===== src/rtl/harris_ctrl_pkg.sv =====
// Shared types and constants for the Harris run controller.
// Holds the FSM state enum, a counter-width helper and the default memory geometry.
package harris_ctrl_pkg;

  localparam int unsigned DEF_ADDR_W = 10;
  localparam int unsigned DEF_DATA_W = 32;

  typedef enum logic [2:0] {
    ST_IDLE  = 3'd0,
    ST_START = 3'd1,
    ST_RUN   = 3'd2,
    ST_READ  = 3'd3,
    ST_FIN   = 3'd4
  } state_e;

  // Bits needed to hold every value 0..max_val inclusive.
  function automatic int unsigned cnt_w(input int unsigned max_val);
    return (max_val < 1) ? 1 : $clog2(max_val + 1);
  endfunction

endpackage


===== src/rtl/harris_skid_buf.sv =====
// 2-entry valid/ready buffer; data written in appears on out_dat one cycle later.
// Latency 1 cycle; an entry is held stable on out_dat while out_vld & !out_rdy.
// Writer must respect cnt (credit view); a push into a full buffer without a pop is dropped.
module harris_skid_buf #(
  parameter int unsigned W = 33
) (
  input  logic         clk,
  input  logic         rst,
  input  logic         in_vld,
  input  logic [W-1:0] in_dat,
  output logic         out_vld,
  input  logic         out_rdy,
  output logic [W-1:0] out_dat,
  output logic [1:0]   cnt
);

  logic [W-1:0] ent_q [2];
  logic         rd_ptr_q;
  logic         wr_ptr_q;
  logic [1:0]   cnt_q;
  logic [1:0]   cnt_d;
  logic         pop;
  logic         push;

  assign out_vld = (cnt_q != 2'd0);
  assign out_dat = ent_q[rd_ptr_q];
  assign cnt     = cnt_q;
  assign pop     = out_vld & out_rdy;
  assign push    = in_vld & ((cnt_q != 2'd2) | pop);

  always_comb begin
    cnt_d = cnt_q;
    if (push && !pop) cnt_d = cnt_q + 2'd1;
    else if (!push && pop) cnt_d = cnt_q - 2'd1;
  end

  always_ff @(posedge clk or posedge rst) begin
    if (rst) begin
      ent_q[0] <= '0;
      ent_q[1] <= '0;
      rd_ptr_q <= 1'b0;
      wr_ptr_q <= 1'b0;
      cnt_q    <= 2'd0;
    end else begin
      if (push) begin
        ent_q[wr_ptr_q] <= in_dat;
        wr_ptr_q        <= ~wr_ptr_q;
      end
      if (pop) rd_ptr_q <= ~rd_ptr_q;
      cnt_q <= cnt_d;
    end
  end

endmodule


===== src/rtl/harris_run_ctrl.sv =====
// Sequences one Harris kernel run: start pulse, count N_OUT output writes (or time out), stream memory back.
// Latency: kernel_t 1 cycle after cmd_start; first beat >= 2 cycles after READ entry; 1 beat/cycle sustained.
// Backpressure: m_ready stalls via 2-entry skid + read credit. HARRIS_RUN_CTRL_WRCHK_EN adds write-order check.
module harris_run_ctrl
  import harris_ctrl_pkg::*;
#(
  parameter int unsigned ADDR_W  = DEF_ADDR_W,
  parameter int unsigned DATA_W  = DEF_DATA_W,
  parameter int unsigned N_OUT   = 1024,
  parameter int unsigned TIMEOUT = 65535
) (
  input  logic              clk,
  input  logic              rst,
  input  logic              cmd_start,
  output logic              busy,
  output logic              done,
  output logic              err_timeout,
  output logic              err_order,
  output logic              kernel_t,
  input  logic              kernel_wr_en,
  input  logic [ADDR_W-1:0] kernel_wr_addr,
  output logic              out_rd_en,
  output logic [ADDR_W-1:0] out_rd_addr,
  input  logic [DATA_W-1:0] out_rd_data,
  output logic              m_valid,
  input  logic              m_ready,
  output logic [DATA_W-1:0] m_data,
  output logic              m_last
);

  localparam int unsigned WCW = cnt_w(N_OUT);
  localparam int unsigned TCW = cnt_w(TIMEOUT);
  localparam logic [WCW-1:0] N_ALL  = WCW'(N_OUT);
  localparam logic [WCW-1:0] N_LAST = WCW'(N_OUT - 1);
  localparam logic [TCW-1:0] T_LAST = TCW'(TIMEOUT - 1);

  state_e         state_q, state_d;
  logic [WCW-1:0] wr_cnt_q, wr_cnt_d;
  logic [WCW-1:0] iss_cnt_q, iss_cnt_d;
  logic [TCW-1:0] run_cnt_q, run_cnt_d;
  logic           err_to_q, err_to_d;
  logic           inflight_q;
  logic           inflight_last_q;

  logic           wr_hit;
  logic           wr_done;
  logic           timed_out;
  logic           issue;
  logic           pop;
  logic [1:0]     buf_cnt;
  logic [1:0]     occ;
  logic [DATA_W:0] sk_dat;
  logic           sk_vld;

  assign wr_hit    = (state_q == ST_RUN) && kernel_wr_en;
  assign wr_done   = wr_hit && (wr_cnt_q == N_LAST);
  assign timed_out = (run_cnt_q == T_LAST);
  assign pop       = sk_vld & m_ready;

  // Count what the buffer will hold after this cycle's pop plus the read already in flight.
  assign occ   = buf_cnt - {1'b0, pop} + {1'b0, inflight_q};
  assign issue = (state_q == ST_READ) && (iss_cnt_q != N_ALL) && (occ < 2'd2);

  assign out_rd_en   = issue;
  assign out_rd_addr = ADDR_W'(iss_cnt_q);

  assign busy        = (state_q != ST_IDLE);
  assign done        = (state_q == ST_FIN);
  assign kernel_t    = (state_q == ST_START);
  assign err_timeout = err_to_q;

  assign m_valid = sk_vld;
  assign m_data  = sk_dat[DATA_W-1:0];
  assign m_last  = sk_vld & sk_dat[DATA_W];

  always_comb begin
    state_d   = state_q;
    wr_cnt_d  = wr_cnt_q;
    run_cnt_d = run_cnt_q;
    iss_cnt_d = issue ? iss_cnt_q + WCW'(1) : iss_cnt_q;
    err_to_d  = err_to_q;
    case (state_q)
      ST_IDLE: begin
        if (cmd_start) begin
          state_d   = ST_START;
          wr_cnt_d  = '0;
          run_cnt_d = '0;
          iss_cnt_d = '0;
          err_to_d  = 1'b0;
        end
      end
      ST_START: state_d = ST_RUN;
      ST_RUN: begin
        run_cnt_d = run_cnt_q + TCW'(1);
        if (wr_hit) wr_cnt_d = wr_cnt_q + WCW'(1);
        // The final write beats a coincident timeout.
        if (wr_done) begin
          state_d = ST_READ;
        end else if (timed_out) begin
          state_d  = ST_FIN;
          err_to_d = 1'b1;
        end
      end
      ST_READ: begin
        if (pop && sk_dat[DATA_W]) state_d = ST_FIN;
      end
      ST_FIN:  state_d = ST_IDLE;
      default: state_d = ST_IDLE;
    endcase
  end

  always_ff @(posedge clk or posedge rst) begin
    if (rst) begin
      state_q         <= ST_IDLE;
      wr_cnt_q        <= '0;
      run_cnt_q       <= '0;
      iss_cnt_q       <= '0;
      err_to_q        <= 1'b0;
      inflight_q      <= 1'b0;
      inflight_last_q <= 1'b0;
    end else begin
      state_q         <= state_d;
      wr_cnt_q        <= wr_cnt_d;
      run_cnt_q       <= run_cnt_d;
      iss_cnt_q       <= iss_cnt_d;
      err_to_q        <= err_to_d;
      inflight_q      <= issue;
      inflight_last_q <= issue && (iss_cnt_q == N_LAST);
    end
  end

  harris_skid_buf #(
    .W (DATA_W + 1)
  ) u_skid (
    .clk     (clk),
    .rst     (rst),
    .in_vld  (inflight_q),
    .in_dat  ({inflight_last_q, out_rd_data}),
    .out_vld (sk_vld),
    .out_rdy (m_ready),
    .out_dat (sk_dat),
    .cnt     (buf_cnt)
  );

`ifdef HARRIS_RUN_CTRL_WRCHK_EN
  logic err_ord_q;

  // Writes must land densely in ascending order: the n-th write targets address n.
  always_ff @(posedge clk or posedge rst) begin
    if (rst) begin
      err_ord_q <= 1'b0;
    end else if ((state_q == ST_IDLE) && cmd_start) begin
      err_ord_q <= 1'b0;
    end else if (wr_hit && (kernel_wr_addr != ADDR_W'(wr_cnt_q))) begin
      err_ord_q <= 1'b1;
    end
  end

  assign err_order = err_ord_q;
`else
  logic unused_wr_addr;
  assign unused_wr_addr = ^kernel_wr_addr;
  assign err_order      = 1'b0;
`endif

endmodule


===== config.mk =====
export PLATFORM = sky130hd
export DESIGN_NAME = harris_run_ctrl
export DESIGN_NICKNAME = d
export VERILOG_FILES = /design/src/rtl/harris_ctrl_pkg.sv /design/src/rtl/harris_skid_buf.sv /design/src/rtl/harris_run_ctrl.sv
export SDC_FILE = /design/constraint.sdc
export NUM_CORES = 1
export LEC_CHECK = 0
export BUFFER_PORTS_ARGS = -buffer_cell sky130_fd_sc_hd__buf_4
export CAP_MARGIN = 20
export CORE_ASPECT_RATIO = 1.75
export CORE_MARGIN = 2
export CORE_UTILIZATION = 40
export CTS_BUF_LIST = sky130_fd_sc_hd__clkbuf_2
export DETAILED_ROUTE_END_ITERATION = 10
export PLACE_DENSITY = 0.7
export SKIP_LAST_GASP = 1
export SYNTH_ARGS = -nofsm -noshare
export SYNTH_HDL_FRONTEND = slang
export SYNTH_SLANG_ARGS = --single-unit

===== constraint.sdc =====
create_clock -name clk -period 4.1 [get_ports clk]
set_input_delay 0.205 -clock clk [delete_from_list [all_inputs] [get_ports clk]]
set_output_delay 0.205 -clock clk [all_outputs]
set_load 0.02 [all_outputs]

; ---- Word level (Yosys, flattened, before mapping)
; Cells that the tools add are included.
[op_classes]
addsub = 7
order_cmp = 4
eq_ne = 15
muxes = 25
n_bitwise = 8
reduce_logical = 20
[ops]
columns = operator, count
row1 = $mux 33, 4
row2 = $bwmux 66, 1
row3 = $mux 11, 5
row4 = $demux 33 s1, 1
row5 = $pmux 16 s2, 1
row6 = $add 11x1->11 const B, 2
row7 = $eq 11x10->1 const B, 2
row8 = $pmux 11 s2, 1
row9 = $add 16x1->16 const B, 1
row10 = $eq 16x16->1 const B, 1
row11 = $mux 16, 1
row12 = $mux 3, 4
row13 = $pmux 3 s4, 1
row14 = $ne 11x11->1 const B, 1
row15 = $ne 2x2->1 const B, 5
row16 = $logic_and 1x1->1, 9
row17 = $eq 3x2->1 const B, 2
row18 = $reduce_and 3->1, 2
row19 = $reduce_bool 2->1, 3
row20 = $ge 2x2->1 const B, 2
row21 = $mux 2, 2
row22 = $not 1->2, 2
row23 = $reduce_and 4->1, 1
row24 = $and 1x1->1, 3
row25 = 18 further kinds, 22
[word_totals]
register_bits = 114
in_bits = 47
out_inout_bits = 50
word_cells = 91

; ---- Logic depth before layout (Yosys ltp)
; Gate-level depths: netlist (run 1).
[depth]
word_depth = 9
depth_mapped = 8
ltp_nobuf = 7

; ---- Cells and area by module
; A second synthesis (run 1) with hierarchy kept.
[hier_totals]
hier_cells = 450
area_unflattened_um2 = 5641.7
[by_module_without_submodules]
columns = module, instances, cells_each, area_per_inst_um2
row1 = harris_skid_buf, 1, 194, 3085.5
row2 = harris_run_ctrl, 1, 256, 2556.2

; ---- Worst setup path after synthesis (run 1)
; OpenSTA, ideal clock, no wires.
[synth_timing]
path_kind = register -> register
startpoint = register u_skid.cnt_q[1], in the netlist u_skid.cnt[1]
endpoint = register iss_cnt_q[1]
arrival_time_ns = 2.295
path_slack_ns = 1.680
stages_incl_launch_ff = 8
path_buffers = 0
synth_period_minus_slack_ns = 2.420
path_cell_list = dfrtp_1 -> o21ai_0 -> inv_1 -> ha_1 -> nor2b_1 -> xnor2_2 -> nor3_2 -> mux2_4
[synth_via]
elab_chain_len = 9
[synth_lines]
columns = item, line
row1 = start: declaration, harris_skid_buf.sv:20  ; logic [1:0] cnt_q;
row2 = start signal: assignment, harris_skid_buf.sv:50  ; cnt_q <= cnt_d;
row3 = $reduce_bool 2->1 *, harris_skid_buf.sv:25  ; assign out_vld = (cnt_q != 2'd0);
row4 = $and 1x1->1 *, harris_run_ctrl.sv:58  ; assign pop = sk_vld & m_ready;
row5 = via pop, harris_run_ctrl.sv:49  ; logic pop;
row6 = $sub 2x1->2 *, harris_run_ctrl.sv:61  ; assign occ = buf_cnt - {1'b0, pop} + {1'b0, inflight_q};
row7 = $add 2x1->2 *, harris_run_ctrl.sv:61
row8 = $lt 2x2->1 *, harris_run_ctrl.sv:62  ; assign issue = (state_q == ST_READ) && (iss_cnt_q != N_ALL) && (occ < 2'd2);
row9 = $logic_and 1x1->1 *, harris_run_ctrl.sv:62
row10 = via out_rd_en, harris_run_ctrl.sv:22  ; output logic out_rd_en,
row11 = $mux 11 *, harris_run_ctrl.sv:80  ; iss_cnt_d = issue ? iss_cnt_q + WCW'(1) : iss_cnt_q;
row12 = $mux 11, harris_run_ctrl.sv:84  ; if (cmd_start) begin
row13 = $mux 11 *, harris_run_ctrl.sv:82  ; case (state_q)
row14 = via iss_cnt_d[1], harris_run_ctrl.sv:39  ; logic [WCW-1:0] iss_cnt_q, iss_cnt_d;
row15 = end signal: assignment, harris_run_ctrl.sv:125  ; iss_cnt_q <= iss_cnt_d;
row16 = end: declaration, harris_run_ctrl.sv:39
; Mark *: on every way through the listed nets, which the timed path passes. The rest lies on a longest branch.
; A chain may end at the register's enable or synchronous reset.

; ---- Final worst setup path (run 1)
[layout_timing]
startpoint = register u_skid.cnt_q[1], in the netlist u_skid.cnt[1]
endpoint = output out_rd_en
[layout_via]
elab_chain_len = 6
[layout_lines]
columns = item, line
row1 = $reduce_bool 2->1, harris_skid_buf.sv:25
row2 = $and 1x1->1, harris_run_ctrl.sv:58
row3 = via pop, harris_run_ctrl.sv:49
row4 = $sub 2x1->2, harris_run_ctrl.sv:61
row5 = $add 2x1->2, harris_run_ctrl.sv:61
row6 = $lt 2x2->1, harris_run_ctrl.sv:62
row7 = $logic_and 1x1->1, harris_run_ctrl.sv:62
row8 = end: declaration, harris_run_ctrl.sv:22
; The timed path passes the listed nets, and every way through them passes these cells.

==> qor.csv, run 1 <==
stage;metric;value;unit
yosys;synth_top_cell_area_share;0.522;
layout;final_nets;613;
sta;fmax;305;MHz
floorplanning;core_area;0.0134;mm^2
clock_network;hold_buffers;36;
placement;place_congestion;0.785;
layout;layout.cells.non_filler;746;
sta;final-setup-viol-count;0;
sta;finalCriticalPeriod;3.28;ns
power_and_ir_drop;pwr-share-comb;0.445;
clock_network;clk_path_buf_depth;2;
power_and_ir_drop;p_sw_frac;0.374;
layout;syn2layout_area_growth;24.4;%
drt;vias_per_cell;5.19;
yosys;ys_seq_area_frac;0.522;
yosys;synthTopCellsByArea;dfrtp_1 (52%), mux2_2 (20%), mux2i_1 (3.7%);
floorplanning;start_util;0.408;
layout;drive_above_1_share;0.404;
clock_network;clk_latency;0.63;ns
clock_network;cts_tree;done;
sta;drv_slew;0;
power_and_ir_drop;power.leakage;3.13;nW
critical_path;crit_end;out_rd_en;
floorplanning;die_y;159;um
clock_network;clk_pin_slew;0.18;ns
clock_network;cts_root_buffer;clkbuf_2;
global_route;grt_remaining_overflow;0;
power_and_ir_drop;p_sw;1.74;mW
hold_path;hp-class;input port to async pin;
clock_network;h-tree-depth;4;
critical_path;critPathMaxFanout;15;
global_route;grt_pass1_wl;19000;um
drt;antenna_left;0;
layout;final_core_util;0.508;
placement;portBuffers;85;
yosys;synth_async_sr_flop_share;1.00;
yosys;syn_area_per_cell;12.2;um^2
critical_path;ff2ff_path_depth;7;
sta;relSlewSlack;0.322;
power_and_ir_drop;power.internal;2.91;mW
floorplanning;boundaryPins;97;
clock_network;cts_resized;0;
critical_path;required;3.89;ns
floorplanning;dieArea;0.0147;mm^2
drt;wl;11400;um
sta;worst_slew_pin_slew;1.02;ns
sta;tns;0;ns
clock_network;cts_setup_buffers;0;
layout;fill_cells;1198;
clock_network;cts_buffers;17;
critical_path;worstSetupStartpoint;u_skid.cnt[1];
power_and_ir_drop;ir_drop;0.000309;V
global_route;grt_use_total;0.164;
sta;period_share;0.800;
job;maxCapViolCount;0;
global_route;antenna_found_initial;0;
floorplanning;rows;56;
drt;vias;3870;
drt;first_pass_iters;4;
global_route;grt_pass1_vias;4044;
power_and_ir_drop;seq_power_share;0.380;
critical_path;worstReg2RegStart;u_skid.cnt[1];
power_and_ir_drop;clockPowerShare;0.174;
sta;final-hold-violation-count;0;
drt;drt_iter0_drc;103;
clock_network;clock-sinks;114;
yosys;ys_types;44;
yosys;ys_ff_latch;114;
power_and_ir_drop;pwr_density_cell;684;mW/mm^2
critical_path;rr_endpoint;iss_cnt_q[1];
global_route;grt_start_max_net_pins;73;
yosys;postSynthCellCount;449;
critical_path;end_kind;output port;
layout;layout_commonest_cell;dfrtp_1;
yosys;synth_nets;503;
sta;whs;0.268;ns
status;status;finished, final reports clean;
placement;dp_hpwl;7600;um
critical_path;path_class;register to output port;
layout;mostFrequentLayoutCells;dfrtp_1 (114), mux2_2 (99), buf_4 (88);
yosys;yosysWarnings;0;
layout;multiInputGateArea;0.00240;mm^2
layout;diodes;0;
floorplanning;die_x;92.4;um
placement;numPlacedInstances;678;
yosys;netlist.top_cell.by_area;dfrtp_1;
sta;skew;0.0234;ns
yosys;synth_flop_cell;dfrtp_1;
drt;drc;0;
yosys;synth_edf_count;0;
critical_path;start_kind;register;
layout;seq_area;0.00285;mm^2
critical_path;worstPathArrival;3.07;ns
sta;rsz0062_at_grt;no;
drt;wl_per_cell;15.3;um
yosys;syn_area;0.00547;mm^2
power_and_ir_drop;fin_total_pwr;4.65;mW
critical_path;regToRegSetupSlack;1.47;ns
[how the worst min path moves through the flow]
stage                         start               end
floorplan           out_rd_data[29]  u_skid.ent_q[29]
global placement                rst       err_timeout
detailed placement  out_rd_data[25]  u_skid.ent_q[58]
CTS                             rst   u_skid.ent_q[1]
global route         out_rd_data[0]   u_skid.ent_q[0]
finish                          rst       wr_cnt_q[2]
[state kept, by name, summed over array words and instances, names as in the netlist]
name and cells:
u_skid.ent_q 66, run_cnt_q 16, iss_cnt_q 11, wr_cnt_q 11, state_q 3, u_skid.cnt 2
err_timeout 1, inflight_last_q 1, inflight_q 1, u_skid.rd_ptr_q 1, u_skid.wr_ptr_q 1
[synthesized netlist by cell type (all sizes together) (9+ instances only)]
library cell,instances
a21oi,9
buf,27
dfrtp,114
inv,9
mux2,100
mux2i,20
nand2,39
nand3,19
nor2,12
o21ai,11
[cell families (layout without fill, tap and decap cells)]
kind of cell	after synthesis	after routing	share of synthesized area
AO/OA/AOI/OAI	31	31	0.0348
XOR/XNOR	11	11	0.0204
adder cells (fa/ha/maj)	7	7	0.0160
buffers and inverters	42	165	0.0405
flip-flops	114	114	0.522
multiplexers	120	120	0.243
other	1	1	0.000686
AND/OR/NAND/NOR	123	123	0.122
[final cells by class]
type | count | share of cell area
Tap cell | 174 | 0.0320
Clock buffer | 18 | 0.0132
Inverter | 9 | 0.00533
Clock inverter | 14 | 0.0265
Multi-Input combinational cell | 293 | 0.354
Sequential cell | 114 | 0.419
Timing Repair Buffer | 124 | 0.150
[power by group through the flow]
| stage | Combinational [mW] | Clock [mW] | Sequential, mW |
|---|---|---|---|
| 3_3_place_gp | 2.02 | 0 | 1.76 |
| 3_5_place_dp | 2.06 | 0 | 1.80 |
| 2_1_floorplan | 1.51 | 0 | 1.70 |
| 4_1_cts | 2.10 | 0.846 | 1.77 |
| 5_1_grt | 2.22 | 0.896 | 1.83 |
| 6_report | 2.07 | 0.811 | 1.77 |
[metal layers]
metal | share of wire | global-route usage | vias up
met2 | 0.55 | 0.302 | 95
met3 | 0.038 | 0.0369 | 12
met5 | 0 | 0 | -
met4 | 0.011 | 0.0625 | 0
met1 | 0.40 | 0.181 | 1947
li1 | - | - | 1816
[through the flow]
stage / setup WS, ns / instance area (um^2)
2_1_floorplan: 0.879 / 5470
3_3_place_gp: 1.54 / 6170
3_5_place_dp: 1.49 / 6170
4_1_cts: 0.723 / 6800
5_1_grt: 0.470 / 6800
6_report: 0.821 / 6800
[worst max-delay path: stages (launching register included)]
cell and delay [ns]:
dfrtp_1 0.50, o21ai_0 0.45, inv_1 0.09, ha_1 0.30, nor2b_1 0.19, xnor2_2 0.22, nor3_2 0.46, buf_4 0.23
Note: power is estimated with default switching activity, not from simulation.
==> inputs of run 2 (changes only) <==
--- a/config.mk
+++ b/config.mk
@@ -5,6 +5,7 @@
 export SDC_FILE = /design/constraint.sdc
 export NUM_CORES = 1
 export LEC_CHECK = 0
+export ABC_AREA = 1
 export BUFFER_PORTS_ARGS = -buffer_cell sky130_fd_sc_hd__buf_4
 export CAP_MARGIN = 20
 export CORE_ASPECT_RATIO = 1.75
==> constraint.sdc (replaced) <==
create_clock -name clk -period 3.34 [get_ports clk]
set_input_delay 0.167 -clock clk [delete_from_list [all_inputs] [get_ports clk]]
set_output_delay 0.167 -clock clk [all_outputs]
set_load 0.02 [all_outputs]
==> run 2 against run 1 <==
Effect of this change: hold slack worse by 0.035 ns; utilization down 0.13 points; flip-flop and latch count stayed put; register-to-register slack lost 0.28 ns; global-route usage is 1.3 points higher; final cell count rose by 32%; area after synthesis is 4.7% higher; setup slack worse by 0.18 ns; total power grew 20%; non-clock buffer count grew 1; clock power rose by 26%.
==> qor.csv, run 2 <==
stage;metric;value;unit;change
global_route;grt_start_max_net_pins;68;;-6.8%
yosys;synth_edf_count;0;;unchanged
floorplanning;boundaryPins;97;;unchanged
status;status;finished, final reports clean;;
clock_network;clk_path_buf_depth;2;;unchanged
global_route;grt_remaining_overflow;0;;unchanged
critical_path;rr_endpoint;iss_cnt_q[4];;
floorplanning;rows;57;;+1.8%
critical_path;ff2ff_path_depth;13;;+6
power_and_ir_drop;ir_drop;0.000457;V;+48%
layout;mostFrequentLayoutCells;nand2_1 (155), dfrtp_1 (114), buf_4 (88);;
layout;syn2layout_area_growth;23.2;%;
sta;finalCriticalPeriod;2.70;ns;
clock_network;cts_setup_buffers;0;;unchanged
drt;drc;0;;unchanged
sta;whs;0.233;ns;-0.0346 ns
placement;place_congestion;0.808;;+3.0%
floorplanning;start_util;0.412;;+0.00305
yosys;syn_area;0.00572;mm^2;+4.7%
critical_path;end_kind;output port;;
yosys;synth-simple-area-share;0.208;;+0.0859
sta;final-setup-viol-count;0;;unchanged
global_route;grt_pass1_wl;21300;um;+12%
floorplanning;dieArea;0.0153;mm^2;+4.5%
layout;finalInstanceArea;0.00705;mm^2;+3.6%
drt;antenna_left;0;;unchanged
drt;vias_per_cell;4.88;;-6.0%
yosys;synthMuxAreaShare;0.0647;;-0.179
sta;fmax;370;MHz;
sta;drv_slew;0;;unchanged
clock_network;cts_tree;done;;
layout;drive_above_1_share;0.210;;-0.194
sta;tns;0;ns;unchanged
critical_path;start_kind;register;;
clock_network;cts_resized;0;;unchanged
layout;layout_commonest_cell;nand2_1;;
sta;relSlewSlack;0.477;;+0.155
critical_path;critPathMaxFanout;9;;-6
yosys;synth_adder_area_share;0.0153;;-0.000718
placement;portBuffers;85;;unchanged
hold_path;hp-class;input port to async pin;;
sta;rsz0062_at_grt;no;;
yosys;synth_async_sr_flop_share;1.00;;unchanged
clock_network;hold_buffers;36;;unchanged
critical_path;critical_path_buf_inv_count;4;;+2
clock_network;clk_latency;0.63;ns;about the same
drt;wl;12700;um;+12%
layout;layout.cells.non_filler;982;;+32%
clock_network;clock-sinks;114;;unchanged
power_and_ir_drop;pwr_density_cell;789;mW/mm^2;+15%
yosys;ys_top_cells_by_count;nand2_1 (156), dfrtp_1 (114), inv_1 (88);;
drt;first_pass_iters;4;;unchanged
floorplanning;core_area;0.0139;mm^2;+3.9%
clock_network;h-tree-depth;4;;unchanged
drt;vias;4790;;+24%
yosys;synthTopCellsByArea;dfrtp_1 (50%), nand2_1 (10%), mux2_2 (6.3%);;
drt;wl_per_cell;12.9;um;-15%
global_route;antenna_found_initial;1;;+1
sta;period_share;0.809;;
critical_path;cp_cell_sequence;inv_2 > nand2_4 > nand2_4 > inv_1 > ha_1 > inv_1 > nand2_1 > nand3_1 > nand3_1 > nor2_2 > buf_4;;
clock_network;clk_pin_slew;0.19;ns;about the same
critical_path;slowest_delay;0.45;ns;-0.05 ns
critical_path;slowest_stage;dfrtp_1;;
layout;top_register;u_skid.ent_q;;
yosys;synth_compound_area_frac;0.106;;+0.0708
drt;drt_iter0_drc;140;;+36%
yosys;synth_top_cell_area_share;0.498;;-0.0234
critical_path;worstReg2RegStart;u_skid.cnt[1];;
clock_network;cts_root_buffer;clkbuf_2;;
layout;final_core_util;0.507;;-0.00135
global_route;grt_pass1_vias;4861;;+20%
floorplanning;die_y;162;um;+2.3%
layout;reg.largest.list;u_skid.ent_q: 66 flops, run_cnt_q: 16 flops;;
yosys;synth_top_family_by_area;simple AND/OR/NAND/NOR gates;;
yosys;ys_seq_area_frac;0.498;;-0.0234
yosys;netlist.top_cell.by_area;dfrtp_1;;
critical_path;worstPathArrival;2.53;ns;-0.54 ns
clock_network;cts_buffers;17;;unchanged
yosys;postSynthCellCount;679;;+51%
sta;skew;0.0227;ns;-0.000753 ns
layout;largest_reg_flops;66;;unchanged
yosys;syn_area_per_cell;8.43;um^2;-31%
critical_path;required;3.17;ns;-0.72 ns
yosys;synth_most_common_cell;nand2_1;;
yosys;yosysWarnings;0;;unchanged
placement;dp_hpwl;8350;um;+9.9%
yosys;ys_types;39;;-11%
layout;final_nets;845;;+38%
job;maxCapViolCount;0;;unchanged
yosys;ys_ff_latch;114;;unchanged
sta;worst_slew_pin_slew;0.785;ns;-0.230 ns
placement;numPlacedInstances;913;;+35%
sta;final-hold-violation-count;0;;unchanged
critical_path;regToRegSetupSlack;1.19;ns;-0.28 ns
critical_path;cp_top_family;simple AND/OR/NAND/NOR gates;;
power_and_ir_drop;power.leakage;3.54;nW;+13%
critical_path;path_class;register to output port;;
yosys;synthXorXnorAreaFrac;0.00765;;-0.0127
placement;placed_area;0.00641;mm^2;+3.9%
global_route;grt_use_total;0.177;;+0.0134
yosys;synth_flop_cell;dfrtp_1;;
yosys;synth_nets;733;;+46%
floorplanning;die_x;94.4;um;+2.2%
-- run 2: area by class of cell --
class	count	area, um^2
Fill cell	1343	6860
Sequential cell	114	2850
Multi-Input combinational cell	440	2300
Timing Repair Buffer	125	1040
Inverter	93	352
Tap cell	177	221
Clock inverter	15	191
Clock buffer	17	85.1
Antenna cell	1	2.50
-- run 2: kinds of logic after synthesis --
| logic type | after synthesis |
|---|---|
| other cells | 1 |
| flops | 114 |
| buf+inv | 125 |
| xor+xnor | 5 |
| mux | 33 |
| simple gates | 280 |
| compound gates | 114 |
| fa+ha+maj | 7 |
-- run 2: power breakdown --
group	total [mW]	switching, mW	internal, mW
combinational	2.37	1.32	1.05
sequential	2.17	0.320	1.85
clock	1.02	0.542	0.483
total	5.56	2.18	3.38
-- run 2: worst max path at each step --
| stage | endpoint | cells past startpoint | startpoint |
|---|---|---|---|
| finish | out_rd_en | 11 | u_skid.cnt[1] |
| global route | out_rd_en | 11 | u_skid.cnt[1] |
| detailed placement | iss_cnt_q[2] | 13 | u_skid.cnt[1] |
| global placement | iss_cnt_q[2] | 13 | u_skid.cnt[1] |
| floorplan | err_timeout | 1 | rst |
| CTS | out_rd_en | 11 | u_skid.cnt[1] |
-- run 2: metal layers --
metal / GRT usage / up-vias / part of all wire
met4: 0.0764 / 0 / 0.017
li1: - / 2408 / -
met5: 0 / - / 0
met2: 0.328 / 90 / 0.54
met1: 0.189 / 2279 / 0.41
met3: 0.0380 / 13 / 0.032
-- run 2: worst min-delay path: cells and delay by family --
kind                   cells  cell delay [ns]
buffers and inverters      3             1.24
-- run 2: per-stage QoR --
step	worst slack (ns)	total power, mW
2_1_floorplan	0.157	3.75
3_3_place_gp	1.21	4.51
3_5_place_dp	1.17	4.56
4_1_cts	0.533	5.65
5_1_grt	0.316	6.03
6_report	0.638	5.56
